File: src/rtl/mem_arbiter.sv
// Arbiter sharing the unified instruction/data memory between the core datapath
// and an external master, with round-robin ties, external lock and contention counter.
module mem_arbiter #(
  parameter int ADDR_W = 32,
  parameter int DATA_W = 32,
  parameter int CNT_W  = 16
) (
  input  logic                clk,
  input  logic                reset,
  input  logic                core_req,
  input  logic [ADDR_W-1:0]   core_addr,
  input  logic [DATA_W-1:0]   core_wdata,
  input  logic [DATA_W/8-1:0] core_we,
  output logic                core_gnt,
  output logic                core_rvalid,
  output logic [DATA_W-1:0]   core_rdata,
  input  logic                ext_req,
  input  logic [ADDR_W-1:0]   ext_addr,
  input  logic [DATA_W-1:0]   ext_wdata,
  input  logic [DATA_W/8-1:0] ext_we,
  input  logic                ext_lock,
  output logic                ext_gnt,
  output logic                ext_rvalid,
  output logic [DATA_W-1:0]   ext_rdata,
  output logic [ADDR_W-1:0]   mem_addr,
  output logic [DATA_W-1:0]   mem_wdata,
  output logic [DATA_W/8-1:0] mem_we,
  input  logic [DATA_W-1:0]   mem_rdata,
  output logic [CNT_W-1:0]    contention_cnt
);

  localparam logic [1:0] LAST_CORE  = 2'd0;
  localparam logic [1:0] LAST_EXT   = 2'd1;
  localparam logic [1:0] LOCKED_EXT = 2'd2;

  logic [1:0] state;
  logic [1:0] state_next;
  logic [1:0] arb_state;

  // During reset the grant must already follow the post-reset arbitration.
  assign arb_state = reset ? LAST_EXT : state;

  always_comb begin
    core_gnt = 1'b0;
    ext_gnt  = 1'b0;
    case (arb_state)
      LAST_CORE: begin
        if (ext_req)       ext_gnt  = 1'b1;
        else if (core_req) core_gnt = 1'b1;
      end
      LOCKED_EXT: begin
        ext_gnt = ext_req;
      end
      default: begin
        if (core_req)      core_gnt = 1'b1;
        else if (ext_req)  ext_gnt  = 1'b1;
      end
    endcase
  end

  always_comb begin
    state_next = state;
    if (core_gnt)
      state_next = LAST_CORE;
    else if (ext_gnt)
      state_next = ext_lock ? LOCKED_EXT : LAST_EXT;
    else if (state == LOCKED_EXT && !ext_lock)
      state_next = LAST_EXT;
  end

  always_comb begin
    mem_addr  = '0;
    mem_wdata = '0;
    mem_we    = '0;
    if (core_gnt) begin
      mem_addr  = core_addr;
      mem_wdata = core_wdata;
      mem_we    = core_we;
    end else if (ext_gnt) begin
      mem_addr  = ext_addr;
      mem_wdata = ext_wdata;
      mem_we    = ext_we;
    end
  end

  // Read data is held per requester until that requester's next granted read.
  always_ff @(posedge clk) begin
    if (reset) begin
      state          <= LAST_EXT;
      core_rvalid    <= 1'b0;
      ext_rvalid     <= 1'b0;
      core_rdata     <= '0;
      ext_rdata      <= '0;
      contention_cnt <= '0;
    end else begin
      state       <= state_next;
      core_rvalid <= core_gnt && (core_we == '0);
      ext_rvalid  <= ext_gnt && (ext_we == '0);
      if (core_gnt && (core_we == '0))
        core_rdata <= mem_rdata;
      if (ext_gnt && (ext_we == '0))
        ext_rdata <= mem_rdata;
      if (core_req && ext_req && (contention_cnt != {CNT_W{1'b1}}))
        contention_cnt <= contention_cnt + 1'b1;
    end
  end

endmodule

File: config.mk
export PLATFORM = sky130hd
export DESIGN_NAME = mem_arbiter
export DESIGN_NICKNAME = d
export VERILOG_FILES = /design/src/rtl/mem_arbiter.sv
export SDC_FILE = /design/constraint.sdc
export NUM_CORES = 1
export LEC_CHECK = 0
export BUFFER_PORTS_ARGS = -buffer_cell sky130_fd_sc_hd__buf_2
export CAP_MARGIN = 20
export CORE_AREA = 2 2 126 128
export CTS_BUF_LIST = sky130_fd_sc_hd__clkbuf_16
export CTS_CLUSTER_SIZE = 8
export DETAILED_ROUTE_END_ITERATION = 8
export DIE_AREA = 0 0 128 130
export GPL_TIMING_DRIVEN = 1
export SLEW_MARGIN = 25
export SYNTH_ARGS = -nofsm -noshare
export SYNTH_HDL_FRONTEND = slang
export SYNTH_SLANG_ARGS = --single-unit
File: constraint.sdc
create_clock -name clk -period 1.85 [get_ports clk]
set_input_delay 0.0925 -clock clk [delete_from_list [all_inputs] [get_ports clk]]
set_output_delay 0.0925 -clock clk [all_outputs]
set_load 0.005 [all_outputs]
==> run_results.csv <==
group,metric,value,unit
cts,numCtsBuffers,9,
yosys,yosys.area.top_type,"dfxtp_1",
detailed_routing,drcViolationCount,0,
floorplan,num_rows,46,
hold_path,hold_depth,3,
yosys,ys_ff_latch,84,
cts,clock_path_buffers,2,
floorplan,core,0.0154,mm2
timing,tightest_slew,0.615,ns
timing,clock-skew-final,0.00821,ns
cts,cts_sinks,84,
finish,n_fill_cell,1689,
detailed_routing,routed_wl,17.5,mm
yosys,yosys_warnings,0,
finish,final_nets,1140,
pwr,seq_power_share,41.8,%
cts,worst_skew_pair.late_latency,0.34,ns
yosys,yosysSeqAreaShare,39.6,%
timing,rsz0062_at_grt,"false",
hold_path,hold_path.startpoint,"mem_rdata[1]",
global_routing,gr-total-overflow,0,
setup_path,ff2ff_path_depth,5,
detailed_routing,dr_total_vias,5487,
detailed_routing,detail_route.vias_per_cell,4.71,
pwr,power.share.clock,39.4,%
pwr,netSwitchingFraction,26.0,%
detailed_routing,avgRoutedWirePerCell,15.1,um
place,gp_congestion,0.866,
timing,fin_crit_sh,93.9,%
pwr,power.internal,3.27,mW
setup_path,critPathCaptureType,"output port",
yosys,synth-async-reset-ratio,0,%
global_routing,grt_pass1_vias,4954,
hold_path,hold_class,"in2reg",
yosys,synth_area,0.00424,mm2
setup_path,rrSetupSlack,0.17,ns
hold_path,hold_end,"core_rdata[1]",
global_routing,grt_max_degree,62,
timing,relSlewSlack,59.0,%
finish,design_area,0.00677,mm2
outcome,status,"complete, no violations",
setup_path,worst_ep_arrival_time,1.65,ns
place,place_area,0.00606,mm2
setup_path,worstSetupPathType,"reg2out",
yosys,synth_nets,807,
yosys,synth-edff-count,0,
timing,hold-worst-slack,0.0118,ns
floorplan,die_h,130,um
global_routing,grt_usage,19.4,%
pwr,p_switching,1.15,mW
timing,period_minus_slack,1.74,ns
yosys,yosysTopAreaCellShare,39.6,%
yosys,syn_inst,633,
timing,finalHoldViolations,0,
setup_path,reg2reg_to,"contention_cnt[14]",
pwr,p_leak,3.45,nW
setup_path,rr_startpoint,"contention_cnt[0]",
detailed_routing,dr.pass1.iters,4,
pwr,vdd_drop_max,0.338,mV
yosys,synth.most_common_cell,"nand2_1",
yosys,postSynthAreaPerCell,6.70,um2
place,port_buffers,324,
pwr,combPwrFrac,18.7,%
floorplan,die-width,128,um
global_routing,antenna_found_initial,3,
finish,area_growth,59.5,%
detailed_routing,antenna_left,0,
timing,slew_viol_final,0,
setup_path,crit_start,"state[1]",
floorplan,start_util,27.5,%
cts,clk_pin_slew,0.06,ns
yosys,synth.distinct_cells,40,
yosys,synth_area_leaders,"dfxtp_1, nand2_1, a21oi_1",
detailed_routing,drt_iter0_drc,230,
yosys,netlist_top_cells_count,"nand2_1, dfxtp_1, a21oi_1, nand3_1, clkbuf_1",
run,max_cap_violations,0,
setup_path,start_kind,"register",
timing,setup_violations,0,
setup_path,required,1.76,ns
floorplan,die_area,0.0166,mm2
cts,root_buffer,"clkbuf_16",
finish,drive_gt1_share,38.4,%
yosys,synth_ff_type,"dfxtp_1",
setup_path,crit_fanout,18,
cts,cts_tree,"yes",
timing,max_freq,575,MHz
place,hpwl,12.8,mm
cts,h-tree-depth,3,
pwr,power_density,652,mW/mm2
floorplan,pin_count,325,
global_routing,grt_pass1_wl,25.5,mm
-- sequential cells by signal, summed over array words and instances (netlist names) --
name / count
core_rvalid: 1
ext_rdata: 32
core_rdata: 32
contention_cnt: 16
state: 2
ext_rvalid: 1
-- final cells by class --
class                           instances  area, um2  area share, %
Antenna cell                            2       5.00         0.0739
Tap cell                              192        240           3.55
Clock inverter                          6       58.8          0.869
Inverter                                4       20.0          0.296
Multi-Input combinational cell        495       2320           34.3
Clock buffer                            9        225           3.33
Sequential cell                        84       1680           24.9
Timing Repair Buffer                  372       2210           32.7
-- cell usage in the layout (no fill, tap or decap), types with 2 or more instances in the layout --
cell type / synthesis / routed
dfxtp_1: 84 / 83
nand2_1: 268 / 268
o21ai_1: 6 / 6
buf_12: 0 / 7
inv_1: 3 / 5
nor2_1: 8 / 8
and2_1: 2 / 2
buf_2: 14 / 324
o31ai_1: 8 / 8
dlygate4sd3_1: 0 / 28
buf_4: 1 / 9
and4_1: 2 / 2
nand3_1: 75 / 75
or3_1: 7 / 7
nand4_1: 6 / 6
a21oi_1: 75 / 75
nor4_1: 2 / 2
o21ai_0: 4 / 4
and3_1: 5 / 5
diode_2: 0 / 2
a21oi_2: 4 / 4
clkbuf_16: 0 / 12
or4_1: 6 / 6
-- critical path, stage by stage (launching register included) --
cell,delay [ns]
dfxtp_2,0.34
o21bai_4,0.19
o21ai_4,0.08
buf_4,0.16
inv_6,0.10
buf_12,0.16
nand2_1,0.10
nand2_1,0.07
buf_2,0.10
-- metal layers --
layer / part of all wire (%) / global-route usage [%] / up-vias / routed length [um]
met3: 9.1 / 6.85 / 29 / 1590
li1: - / - / 2781 / -
met5: 0.063 / 0 / - / 11
met1: 38 / 21.5 / 2455 / 6620
met4: 3.0 / 8.08 / 2 / 518
met2: 50 / 34.0 / 220 / 8780
-- timing repair --
action,in CTS,in global routing
gates resized for setup,0,7
cloned,1,3
pin swaps,0,1
hold buffers,28,0
endpoints found under the setup margin,1,68
setup buffers,0,2
hold endpoints to repair,42,0
-- how the worst max path moves through the flow --
| stage | end | slack (ns) | depth (start not counted) |
|---|---|---|---|
| global placement | contention_cnt[3] | 0.23 | 6 |
| global route | mem_wdata[4] | 0.01 | 7 |
| CTS | mem_addr[9] | -0.0004 | 6 |
| finish | mem_addr[8] | 0.11 | 8 |
| floorplan | contention_cnt[3] | 0.33 | 6 |
| detailed placement | contention_cnt[14] | 0.19 | 5 |
-- cell families after synthesis --
family | count (synthesis) | synth area share, %
AND/OR/NAND/NOR | 388 | 39.8
flip-flops | 84 | 39.6
AO/OA/AOI/OAI | 105 | 14.0
adder cells (fa/ha/maj) | 1 | 0.295
buffers and inverters | 54 | 6.04
XOR/XNOR | 1 | 0.206
-- per-stage QoR --
step	power [mW]	setup TNS (ns)	utilization, %	setup WS, ns	instances
6_report	4.41	0	43.9	0.112	1164
5_1_grt	4.62	0	43.9	0.00958	1164
4_1_cts	4.44	-0.000404	43.2	-0.000404	1157
3_5_place_dp	2.62	0	39.3	0.191	1113
3_3_place_gp	2.62	0	39.3	0.230	1113
2_1_floorplan	2.18	0	-	0.329	633
-- power by group through the flow --
stage               Clock (mW)  Sequential [mW]  Combinational, mW
finish                    1.74             1.85              0.827
global route              1.86             1.85              0.913
CTS                       1.79             1.84              0.800
detailed placement           0             1.88              0.737
global placement             0             1.88              0.733
floorplan                    0             1.88              0.303
Note: power is estimated with default switching activity, not from simulation.
